[src/rtl/serial_bus_arbiter.sv]
// Round-robin arbiter for the shared internal serial bus: one-hot grant,
// hold limit with timeout pulse, and a fixed idle gap between tenures.
module serial_bus_arbiter #(
  parameter int MASTER_COUNT = 2,
  parameter int FIRST_MASTER = 0,
  parameter int MAX_HOLD     = 4096,
  parameter int GAP_CYCLES   = 2
) (
  input  logic                            clk,
  input  logic                            rst,
  input  logic [MASTER_COUNT-1:0]         req,
  input  logic [MASTER_COUNT-1:0]         done,
  output logic [MASTER_COUNT-1:0]         grant,
  output logic [$clog2(MASTER_COUNT)-1:0] owner,
  output logic                            bus_busy,
  output logic                            timeout
);

  localparam int OW = $clog2(MASTER_COUNT);
  localparam int HW = (MAX_HOLD > 1) ? $clog2(MAX_HOLD) : 1;

  localparam logic [OW-1:0]           OWNER_RST  = OW'(FIRST_MASTER);
  localparam logic [OW-1:0]           LAST_RST   = OW'((FIRST_MASTER + MASTER_COUNT - 1) % MASTER_COUNT);
  localparam logic [HW-1:0]           HOLD_LIMIT = HW'(MAX_HOLD - 1);
  localparam logic [3:0]              GAP_LOAD   = 4'((GAP_CYCLES > 0) ? GAP_CYCLES - 1 : 0);
  localparam logic [MASTER_COUNT-1:0] ONE_HOT0   = MASTER_COUNT'(1);

  typedef enum logic [1:0] {
    IDLE = 2'd0,
    BUSY = 2'd1,
    GAP  = 2'd2
  } state_t;

  state_t                  state_r;
  logic [MASTER_COUNT-1:0] grant_r;
  logic [OW-1:0]           owner_r;
  logic [OW-1:0]           last_r;
  logic [HW-1:0]           hold_r;
  logic [3:0]              gap_r;
  logic                    busy_r;
  logic                    timeout_r;

  logic [OW-1:0]           pick_s;
  logic                    found_s;
  logic                    rel_done_s;
  logic                    rel_drop_s;
  logic                    rel_hold_s;
  logic                    release_s;
  logic                    sole_hold_s;

  // Cyclic search from last_r+1; iterating downwards lets the nearest requester win.
  always_comb begin
    logic [OW-1:0] idx;
    pick_s  = last_r;
    found_s = 1'b0;
    for (int k = MASTER_COUNT; k >= 1; k--) begin
      idx     = OW'((int'(last_r) + k) % MASTER_COUNT);
      pick_s  = req[idx] ? idx : pick_s;
      found_s = found_s | req[idx];
    end
  end

  // Release causes of the current tenure; timeout only when the hold limit acts alone.
  always_comb begin
    rel_done_s  = done[owner_r];
    rel_drop_s  = ~req[owner_r];
    rel_hold_s  = (hold_r == HOLD_LIMIT);
    release_s   = rel_done_s | rel_drop_s | rel_hold_s;
    sole_hold_s = rel_hold_s & ~rel_done_s & ~rel_drop_s;
  end

  // Arbitration state machine with all outputs registered.
  always_ff @(posedge clk) begin
    if (rst) begin
      state_r   <= IDLE;
      grant_r   <= '0;
      busy_r    <= 1'b0;
      timeout_r <= 1'b0;
      owner_r   <= OWNER_RST;
      last_r    <= LAST_RST;
      hold_r    <= '0;
      gap_r     <= 4'd0;
    end else begin
      timeout_r <= 1'b0;
      case (state_r)
        IDLE: begin
          if (found_s) begin
            grant_r <= ONE_HOT0 << pick_s;
            busy_r  <= 1'b1;
            owner_r <= pick_s;
            last_r  <= pick_s;
            hold_r  <= '0;
            state_r <= BUSY;
          end else begin
            state_r <= IDLE;
          end
        end
        BUSY: begin
          if (release_s) begin
            grant_r   <= '0;
            busy_r    <= 1'b0;
            timeout_r <= sole_hold_s;
            gap_r     <= GAP_LOAD;
            state_r   <= (GAP_CYCLES == 0) ? IDLE : GAP;
          end else begin
            hold_r <= hold_r + HW'(1);
          end
        end
        GAP: begin
          if (gap_r == 4'd0) begin
            state_r <= IDLE;
          end else begin
            gap_r <= gap_r - 4'd1;
          end
        end
        default: begin
          state_r <= IDLE;
          grant_r <= '0;
          busy_r  <= 1'b0;
        end
      endcase
    end
  end

  assign grant    = grant_r;
  assign owner    = owner_r;
  assign bus_busy = busy_r;
  assign timeout  = timeout_r;

endmodule

[config.mk]
export PLATFORM = sky130hd
export DESIGN_NAME = serial_bus_arbiter
export DESIGN_NICKNAME = d
export VERILOG_FILES = /design/src/rtl/serial_bus_arbiter.sv
export SDC_FILE = /design/constraint.sdc
export NUM_CORES = 1
export LEC_CHECK = 0
export BUFFER_PORTS_ARGS = -buffer_cell sky130_fd_sc_hd__clkbuf_2
export CORE_UTILIZATION = 31
export DETAILED_ROUTE_END_ITERATION = 10
export HOLD_SLACK_MARGIN = 0.06
export RECOVER_POWER = 100
export SYNTH_ARGS = -nofsm -noshare
export SYNTH_HDL_FRONTEND = slang
export SYNTH_SLANG_ARGS = --single-unit
[constraint.sdc]
create_clock -name clk -period 2.31 [get_ports clk]
set_input_delay 0.231 -clock clk [delete_from_list [all_inputs] [get_ports clk]]
set_output_delay 0.231 -clock clk [all_outputs]
set_load 0.02 [all_outputs]
# Word level (Yosys, flattened, before mapping)
# Index checks and enable logic that the tools add are counted.
# totals
elab_cells,70
ff_bits,24
in_bits,6
output_inout_bits,5
# classes
n_eq_ne,8
shifts,1
n_bitwise,10
magnitude_cmp,3
reduce_logical,10
n_addsub,4
mux,26
# op_table
operator,n
12-bit two-way mux,2
12-bit one-hot mux with 2 select lines,1
1-bit two-way mux,13
"12-bit by 1-bit adder with 12-bit output, second input constant",1
"12-bit equality test, second input constant",1
2-bit one-hot mux with 3 select lines,2
"2-bit inequality test, second input constant",5
3-bit AND reduction,3
2-bit two-way mux,4
4-bit two-way mux,2
4-bit one-hot mux with 2 select lines,1
"1-bit by 2-bit < comparator with 1-bit output, second input constant",3
1-bit NOT,5
4-bit logical NOT,1
2-bit AND reduction,2
2-bit nonzero test,2
"4-bit by 1-bit subtractor with 4-bit output, second input constant",1
1-bit OR,3
1-bit one-hot mux with 3 select lines,1
3-bit OR reduction,1
"1-bit adder, second input constant",2
1-bit bitwise AND,2
"2-bit by 1-bit equality test with 1-bit output, second input constant",1
"2-bit equality test, second input constant",1
2 further kinds,2

# Depth between registers and ports, before layout
# Gate-level depths: netlist of run 1.
# depth
ltp_word,8
depth_mapped,6
ltp_nobuf,5

# Least setup slack after synthesis of run 1
# OpenSTA, ideal clock, no wires.
# synth_timing
kind,reg-to-reg
from,register hold_r[0]
to,register hold_r[4]
path_stages_with_launch,7
arrival_ps,1809
t_required_ps,2231
path_buffers,1
synth_period_minus_slack_ps,1888
path_slack_ps,422
path_cell_list,dfxtp_1 ha_1 nand4_2 or4_4 a211o_1 buf_6 o221ai_2
# synth_between
elab_chain_len,4
# synth_lines
item,line_no,rtl
start: declaration,38,logic [HW-1:0] hold_r;
start signal: assignment,106,hold_r <= hold_r + HW'(1);
branches (longest 4 deep; another with 12-bit by 1-bit adder with 12-bit output),n/a,
# Several ways; the timed one is not identified. The select of a mux whose other input is x is not followed.
# A chain may end at the register's enable or synchronous reset.

# Final worst setup path of run 1
# layout_timing
from,register hold_r[0]
to,register hold_r[6]
# The elaborated chain is that of the path after synthesis.

==> impl_metrics.json, run 1 <==
{
  "wire_length_of_the_first_global_routing_pass_um": 4610,
  "synth_enable_flop_cells": 0,
  "grt_antenna_before_repair": 0,
  "clk_pin_slew_ns": 0.08,
  "insertion_delay_ns": 0.27,
  "floorplan.die.width_um": 65.4,
  "antennaDiodeCount": 0,
  "hold_path.class": "input port to register",
  "yosys.cell_types.count": 42,
  "crit_path_cell_trace": "ha_1 -> nand4_2 -> or4_4 -> a211o_1 -> a31oi_1",
  "slowest_delay_ns": 0.64,
  "fp.dieArea_mm2": 0.00428,
  "hold_slack_ns": 0.272,
  "timing.critical_path.arrival_ns": 2.38,
  "gp_congestion": 0.816,
  "fmax_mhz": 457,
  "design.portCount": 11,
  "placement.setup.worst_slack_ns": 0.158,
  "cp.required_ns": 2.50,
  "cts-root-to-sink-buffers": 2,
  "setup.worst_path.start_class": "register",
  "grt-ovfl-total": 0,
  "power_per_cell_area_mw_per_mm2": 608,
  "layout-drive-gt1-share": 0.119,
  "route.vias.total": 1161,
  "crit_path_max_fanout": 13,
  "finalClockSkew_ns": 0.00265,
  "synth_compound_gate_area_share": 0.229,
  "seq_area_frac_synth": 0.386,
  "outcome": "complete, no violations",
  "worst_hold_startpoint": "req[0]",
  "drt-vias-per-instance": 5.61,
  "mappedNetlistNets": 155,
  "synthSimpleGateAreaFrac": 0.309,
  "syn_avg_cell_area_um2": 8.48,
  "synth_top_flop_cell": "sky130_fd_sc_hd__dfxtp_1",
  "clock_tree.root_cell": "sky130_fd_sc_hd__clkbuf_8",
  "cap_viol_max_count": 0,
  "cellLeakagePower_uw": 0.000467,
  "yosysTopAreaCellShare": 0.386,
  "synth.top_cells.by_area": "sky130_fd_sc_hd__dfxtp_1 39%, sky130_fd_sc_hd__a31oi_1 5.5%, sky130_fd_sc_hd__a21oi_1 4.4%",
  "slew_at_the_pin_with_the_worst_max_slew_slack_ns": 0.451,
  "ctsResizeCount": 0,
  "syn-cell-area_mm2": 0.00125,
  "drc_errors": 0,
  "asyncSetResetFlopFracSynth": 0,
  "port-buffer-count": 10,
  "postSynthRegisterBits": 24,
  "postRouteAntennaNets": 0,
  "dr.pass1.iters": 5,
  "hold_violations": 0,
  "finalNetCount": 168,
  "fin_setup_tns_ns": 0,
  "main_combinational_cell_family_by_area_after_synthesis": "simple AND/OR/NAND/NOR gates",
  "final_min_period_over_clock_period": 0.946,
  "share_of_synthesized_area_spent_on_multiplexers": 0.0161,
  "setup_slack_ns": 0.124,
  "slowest_stage": "sky130_fd_sc_hd__or4_4",
  "rsz_0062_raised_after_global_routing": "no",
  "synth_largest_area_cell": "sky130_fd_sc_hd__dfxtp_1",
  "path_class": "register to register",
  "hold_buffers": 0,
  "ir_worst_vdd_uv": 388,
  "synthesis.yosys.warnings": 0,
  "slew_viol_final": 0,
  "core_area_mm2": 0.00377,
  "cts_buffers": 3,
  "synthToLayoutAreaGrowth_pct": 12.3,
  "fin_crit_ns": 2.19,
  "max_slew_margin_vs_limit": 0.698,
  "post_synth_fa_ha_maj_area_fraction": 0.0201,
  "cts_htree_levels": 1,
  "drt-total-wl_um": 2640,
  "start_util": 0.330,
  "synth-xor-area-share": 0,
  "hpwlAfterDp_um": 1940,
  "timing.rr.start": "hold_r[0]",
  "cts_tree": "done",
  "detail_route.wl_per_cell_um": 12.7,
  "worstSetupEndpointType": "register",
  "groute.usage.overall": 0.135,
  "drt_iter0_markers": 57,
  "rows": 22,
  "grt_start_max_net_pins": 17,
  "die_y_um": 65.4,
  "grt_pass1_vias": 1063,
  "critPathLaunch": "hold_r[0]",
  "cts.sinks": 24,
  "final-setup-viol-count": 0,
  "cts.repair_timing.setup_buffer_count": 0,
  "netlist_instances": 147
}
[worst max-delay path, delay by kind of cell (launching register included)]
kind,cells,cell delay (ns)
compound gates,2,0.66
flops,1,0.39
simple gates,2,0.80
fa+ha+maj,1,0.26
[layout make-up]
type / count / area (µm²)
Clock buffer: 4 / 55.1
Fill cell: 398 / 2370
Inverter: 5 / 18.8
Multi-Input combinational cell: 112 / 716
Sequential cell: 24 / 480
Tap cell: 48 / 60.1
Timing Repair Buffer: 14 / 70.1
[registers in the layout, indices dropped and copies added, names as in the netlist]
signal / cells
timeout: 1
state_r: 2
gap_r: 4
grant: 2
last_r: 1
bus_busy: 1
hold_r: 12
owner: 1
[cells by family (layout without fill, tap and decap cells)]
family | count (synthesis) | in the layout
DFF | 24 | 24
muxes | 2 | 2
and+or+nand+nor | 69 | 69
AOI/OAI and AO/OA | 39 | 39
buffers and inverters | 11 | 23
adders and majority gates | 2 | 2
[per-stage QoR]
stage | utilization | instances | area (µm²) | total power, µW
finish | 0.371 | 207 | 1400 | 852
global route | 0.371 | 207 | 1400 | 893
CTS | 0.374 | 207 | 1410 | 864
detailed placement | 0.359 | 203 | 1360 | 579
global placement | 0.359 | 203 | 1360 | 577
floorplan | - | 147 | 1250 | 544
[worst paths after layout]
kind                                   to  slack, ns  cells past startpoint
worst min-delay path               last_r       0.27                      3
worst min register to register   grant[1]       0.46                      2
worst max register to register  hold_r[6]       0.12                      5
worst max-delay path            hold_r[6]       0.12                      5
[Yosys cell counts (3+ instances only)]
cell type / number
sky130_fd_sc_hd__a31oi_1: 11
sky130_fd_sc_hd__nand3b_1: 3
sky130_fd_sc_hd__nand2b_1: 5
sky130_fd_sc_hd__nand2_1: 12
sky130_fd_sc_hd__nand3_1: 8
sky130_fd_sc_hd__inv_1: 5
sky130_fd_sc_hd__nor3_1: 5
sky130_fd_sc_hd__a21oi_1: 11
sky130_fd_sc_hd__nand4b_1: 3
sky130_fd_sc_hd__clkbuf_1: 4
sky130_fd_sc_hd__dfxtp_1: 24
sky130_fd_sc_hd__nor2_1: 13
sky130_fd_sc_hd__nand4_1: 3
[routing by layer]
| metal | share of wire | global-route usage |
|---|---|---|
| met2 | 0.46 | 0.220 |
| met1 | 0.49 | 0.181 |
| met3 | 0.033 | 0.0156 |
| met4 | 0.014 | 0.0489 |
| met5 | 0 | 0 |
[cell usage in the layout (no fill, tap or decap), drive strengths merged, types with 3 or more instances in the layout]
master	count
dfxtp	24
clkbuf	15
nor2	13
nand2	12
a31oi	12
a21oi	11
nand3	8
inv	5
nand2b	5
nor3	5
nand4	4
nand3b	3
nand4b	3
buf	3
[power by group]
group          internal (µW)  leakage, µW  switching (µW)  total, µW
clock                    152    0.0000288             134        286
sequential               431     0.000195            17.5        449
combinational           41.8     0.000243            74.7        116
Power figures use the tool's default switching activity.
==> run 2: changes to the inputs <==
Settings changed: GPL_ROUTABILITY_DRIVEN set to 0, PLACE_DENSITY_LB_ADDON set to 0.1.
==> run 2 against run 1 <==
Hold slack improved by 0.016 ns. Cell count increased by 0.48%. Non-clock buffer count increased by 1. Sequential share of layout area decreased by 0.061 points. Core utilization increased by 0.066 points. Flip-flop and latch count unchanged. Clock power about the same.
==> impl_metrics.json, run 2 (same netlist as run 1, synthesis figures left out) <==
{
  "outcome": "complete, no violations",
  "slew_at_the_pin_with_the_worst_max_slew_slack_ns": 0.470,
  "cts.sinks": 24,
  "timing.critical_path.arrival_ns": 2.38,
  "detail_route.wl_per_cell_um": 13.7,
  "route.vias.total": 1146,
  "antennaDiodeCount": 0,
  "final_min_period_over_clock_period": 0.947,
  "drt-total-wl_um": 2850,
  "core_area_mm2": 0.00377,
  "rsz_0062_raised_after_global_routing": "no",
  "clk_pin_slew_ns": 0.09,
  "port-buffer-count": 10,
  "rows": 22,
  "cp.required_ns": 2.50,
  "worstSetupEndpointType": "register",
  "hold_path.class": "input port to register",
  "die_y_um": 65.4,
  "cts_buffers": 3,
  "final_util": 0.372,
  "slowest_delay_ns": 0.64,
  "largestRegisters": "hold_r x12, gap_r x4",
  "ir_worst_vdd_uv": 250,
  "grt_antenna_before_repair": 0,
  "power_per_cell_area_mw_per_mm2": 607,
  "finalNetCount": 169,
  "setup_slack_ns": 0.122,
  "insertion_delay_ns": 0.26,
  "grt-ovfl-total": 0,
  "postRouteAntennaNets": 0,
  "layout.cells.most_common": "sky130_fd_sc_hd__dfxtp_1",
  "final-setup-viol-count": 0,
  "grt_pass1_vias": 1084,
  "fin_crit_ns": 2.19,
  "layout-drive-gt1-share": 0.125,
  "cellLeakagePower_uw": 0.000471,
  "cts-root-to-sink-buffers": 2,
  "fin_setup_tns_ns": 0,
  "start_util": 0.330,
  "design.portCount": 11,
  "synthToLayoutAreaGrowth_pct": 12.6,
  "finalClockSkew_ns": 0.00451,
  "grt_start_max_net_pins": 17,
  "layout.cells.most_common_list": "24 x sky130_fd_sc_hd__dfxtp_1, 13 x sky130_fd_sc_hd__nor2_1, 12 x sky130_fd_sc_hd__nand2_1, 11 x sky130_fd_sc_hd__a21oi_1, 11 x sky130_fd_sc_hd__a31oi_1",
  "cts_tree": "done",
  "crit_path_cell_trace": "ha_1 -> nand4_2 -> or4_4 -> a211o_2 -> o221ai_1",
  "floorplan.die.width_um": 65.4,
  "kind_of_cell_with_the_highest_combined_delay_on_the_critical_path": "simple AND/OR/NAND/NOR gates",
  "largest_register_ff_count": 12,
  "hpwlAfterDp_um": 2110,
  "slew_viol_final": 0,
  "setup.worst_path.start_class": "register",
  "cap_viol_max_count": 0,
  "hold_violations": 0,
  "crit_path_max_fanout": 13,
  "critical_path.n_buffers_inverters": 0,
  "fp.dieArea_mm2": 0.00428,
  "clock_tree.root_cell": "sky130_fd_sc_hd__clkbuf_8",
  "dpl_cell_area_mm2": 0.00136,
  "path_class": "register to register",
  "drt-vias-per-instance": 5.51,
  "max_slew_margin_vs_limit": 0.686,
  "drt_iter0_markers": 42,
  "groute.usage.overall": 0.147,
  "fmax_mhz": 457,
  "dr.pass1.iters": 4,
  "hold_buffers": 0,
  "layout.cell_area.non_filler_mm2": 0.00140,
  "placement.setup.worst_slack_ns": 0.107,
  "slowest_stage": "sky130_fd_sc_hd__or4_4",
  "wire_length_of_the_first_global_routing_pass_um": 4890,
  "cts_htree_levels": 1,
  "drc_errors": 0,
  "max_flop_register": "hold_r"
}
run 2: path summary, 6_finish.rpt:
path / endpoint / cells past startpoint / start / slack [ns]
max: hold_r[8] / 5 / hold_r[0] / 0.12
min: last_r / 3 / req[0] / 0.29
max reg2reg: hold_r[8] / 5 / hold_r[0] / 0.12
min reg2reg: grant[1] / 2 / grant[1] / 0.46
run 2: per-stage QoR:
step           std cells  hold slack, ns  total power [µW]
6_report             208           0.289               852
5_1_grt              208           0.298               899
4_1_cts              208           0.281               866
3_5_place_dp         204           0.453               582
3_3_place_gp         204           0.448               581
2_1_floorplan        147           0.411               544
run 2: worst register-to-register path, delay by kind of cell, from the launching register on:
kind | cells | cell delay (ns)
DFF | 1 | 0.39
and+or+nand+nor | 2 | 0.81
adders and majority gates | 1 | 0.28
AOI/OAI and AO/OA | 2 | 0.62
run 2: per-layer routing:
metal  vias to the layer above  wire length [µm]  track usage
met4                         0                36       0.0571
met1                       548              1400        0.198
met3                         4                64       0.0260
met2                        12              1340        0.233
met5                         -                 0            0
li1                        582                 -            -
run 2: cell type report:
| cell class | instances | area, µm² |
|---|---|---|
| inverters | 5 | 18.8 |
| multi-input cells | 112 | 711 |
| clock buffers | 4 | 55.1 |
| repair buffers | 15 | 77.6 |
| flip-flops and latches | 24 | 480 |
| well taps | 48 | 60.1 |
| fillers | 388 | 2370 |
run 2: power breakdown:
part           total [µW]  internal [µW]  switching [µW]
registers             449            431            17.3
logic                 119           43.2            75.8
clock network         284            152             132
run 2: repair_timing:
item	4_1_cts	5_1_grt
gates resized for setup	0	1
buffers inserted	0	0
setup endpoints to repair	0	5
hold endpoints to repair	0	0
==> run 3: changes to the inputs <==
--- a/config.mk
+++ b/config.mk
@@ -7,5 +7,5 @@
 export LEC_CHECK = 0
 export BUFFER_PORTS_ARGS = -buffer_cell sky130_fd_sc_hd__clkbuf_2
-export CORE_UTILIZATION = 31
+export CORE_UTILIZATION = 47
 export DETAILED_ROUTE_END_ITERATION = 10
 export GPL_ROUTABILITY_DRIVEN = 0
==> constraint.sdc (replaced) <==
create_clock -name clk -period 2.31 [get_ports clk]
set_input_delay 0 -clock clk [delete_from_list [all_inputs] [get_ports clk]]
set_output_delay 0 -clock clk [all_outputs]
set_load 0.02 [all_outputs]
==> run 3 against run 2 <==
Critical path depth stayed put. Worst setup slack better by 0.019 ns. Highest routed layer unchanged. Flip-flop and latch count stayed put. Clock-buffer cell count stayed put. Register-to-register slack better by 0.02 ns.
==> impl_metrics.json, run 3 (same netlist as run 1, synthesis figures left out) <==
{
  "cellLeakagePower_uw": 0.000457,
  "cts-root-to-sink-buffers": 2,
  "outcome": "complete, no violations",
  "detail_route.wl_per_cell_um": 14.7,
  "layout.cells.most_common": "sky130_fd_sc_hd__dfxtp_1",
  "multiInputGateArea_um2": 703,
  "drc_errors": 0,
  "layout-drive-gt1-share": 0.101,
  "port-buffer-count": 10,
  "setup.worst_path.start_class": "register",
  "grt_pass1_vias": 1023,
  "holdPathEnd": "owner",
  "timing.critical_path.arrival_ns": 2.42,
  "clock_tree.root_cell": "sky130_fd_sc_hd__clkbuf_4",
  "whs_path_depth": 2,
  "post-place-cells": 184,
  "start_util": 0.498,
  "cts_htree_levels": 1,
  "die_y_um": 53.5,
  "hold_path.class": "input port to register",
  "cp.required_ns": 2.56,
  "max_flop_register": "hold_r",
  "grt-ovfl-total": 0,
  "groute.usage.overall": 0.225,
  "postRouteAntennaNets": 0,
  "hpwlAfterDp_um": 1920,
  "ctsResizeCount": 0,
  "floorplan.die.width_um": 53.5,
  "clk_pin_slew_ns": 0.13,
  "rsz_0062_raised_after_global_routing": "no",
  "drt-vias-per-instance": 6.10,
  "final_cell_count_no_fill": 189,
  "route.vias.total": 1152,
  "timing.rr.start": "hold_r[0]",
  "fp.dieArea_mm2": 0.00286,
  "layout.cells.most_common_list": "24 x sky130_fd_sc_hd__dfxtp_1, 13 x sky130_fd_sc_hd__nor2_1, 12 x sky130_fd_sc_hd__nand2_1, 11 x sky130_fd_sc_hd__a21oi_1, 11 x sky130_fd_sc_hd__a31oi_1",
  "grt_antenna_before_repair": 0,
  "fin_crit_ns": 2.17,
  "worstSetupEndpointType": "register",
  "slowest_stage": "sky130_fd_sc_hd__or4_4",
  "hold_violations": 0,
  "path_class": "register to register",
  "wire_length_of_the_first_global_routing_pass_um": 4640,
  "dr.pass1.iters": 4,
  "crit_path_cell_trace": "ha_1 -> nand4_2 -> or4_4 -> a211o_1 -> a31oi_1",
  "largestRegisters": "hold_r x12, gap_r x4",
  "core_area_mm2": 0.00250,
  "max_slew_margin_vs_limit": 0.668,
  "setup.reg_to_reg.worst_slack_ns": 0.14,
  "fin_setup_tns_ns": 0,
  "finalClockSkew_ns": 0.00113,
  "cts_tree": "done",
  "final-seq-area_um2": 480,
  "cts.sinks": 24,
  "crit_path_max_fanout": 13,
  "drt_iter0_markers": 53,
  "worst_hold_startpoint": "rst",
  "slew_at_the_pin_with_the_worst_max_slew_slack_ns": 0.496,
  "slowest_delay_ns": 0.64,
  "fmax_mhz": 461,
  "synthToLayoutAreaGrowth_pct": 8.23,
  "power_per_cell_area_mw_per_mm2": 586,
  "design.portCount": 11,
  "finalNetCount": 168,
  "largest_register_ff_count": 12,
  "cap_viol_max_count": 0,
  "rows": 18,
  "drt-total-wl_um": 2770,
  "antennaDiodeCount": 0,
  "ir_worst_vdd_uv": 333,
  "reg2reg_depth": 5,
  "grt_start_max_net_pins": 18,
  "final_min_period_over_clock_period": 0.939,
  "final-setup-viol-count": 0,
  "timing.rr.end": "hold_r[5]",
  "layout.filler_cells": 248,
  "cts_buffers": 3,
  "slew_viol_final": 0,
  "insertion_delay_ns": 0.31
}
run 3: cell count changes in the layout (fill, tap and decap cells not counted):
cell and delta:
sky130_fd_sc_hd__a211o_1 +1, sky130_fd_sc_hd__dlygate4sd3_1 +1, sky130_fd_sc_hd__buf_4 -2, sky130_fd_sc_hd__clkbuf_4 +3, sky130_fd_sc_hd__clkbuf_8 -3, sky130_fd_sc_hd__o221ai_1 +1
sky130_fd_sc_hd__o221ai_2 -1, sky130_fd_sc_hd__a211o_2 -1
run 3: worst max path at each step:
stage | cells after the start | to | slack, ns | start
6_report | 5 | hold_r[5] | 0.14 | hold_r[0]
5_1_grt | 5 | hold_r[8] | 0.008 | hold_r[0]
4_1_cts | 5 | hold_r[5] | 0.12 | hold_r[0]
3_5_place_dp | 5 | hold_r[5] | 0.15 | hold_r[0]
3_3_place_gp | 5 | hold_r[4] | 0.21 | hold_r[0]
2_1_floorplan | 6 | hold_r[4] | 0.42 | hold_r[0]
run 3: area by class of cell:
cell class	count	share of cell area
timing repair buffer	14	0.0538
sequential	24	0.356
tap	30	0.0278
clock buffer	4	0.0269
multi-input combinational	112	0.521
inverter	5	0.0139
run 3: metal layers:
layer	routed length [µm]	global-route usage	up-vias
met3	129	0.0345	4
met1	1320	0.297	531
met2	1280	0.350	33
met5	0	0	-
li1	-	-	584
met4	39	0.110	0
run 3: power by group:
part	total, µW	switching [µW]	leakage (µW)	internal (µW)
Sequential	450	17.8	0.000195	432
Clock	222	125	0.0000210	96.3
Combinational	119	76.1	0.000241	42.8
run 3: worst max-delay path: cells and delay by family, from the launching register on:
| family | cells | cell delay (ns) |
|---|---|---|
| DFF | 1 | 0.40 |
| adders and majority gates | 1 | 0.26 |
| and+or+nand+nor | 2 | 0.80 |
| AOI/OAI and AO/OA | 2 | 0.64 |
run 3: what timing repair did:
item                                   CTS  global route
hold buffers                             1             0
setup endpoints to repair                0             0
endpoints found under the hold margin    1             0
buffers inserted                         0             0
run 3: metrics by stage:
stage	total power [µW]	util	worst slack (ns)	hold slack, ns	cell area, µm²
6_report	790	0.540	0.140	0.0700	1350
5_1_grt	828	0.540	0.00834	0.0883	1350
4_1_cts	804	0.549	0.124	0.0616	1370
3_5_place_dp	580	0.530	0.150	0.328	1330
3_3_place_gp	576	0.530	0.209	0.304	1330
2_1_floorplan	544	-	0.422	0.180	1250
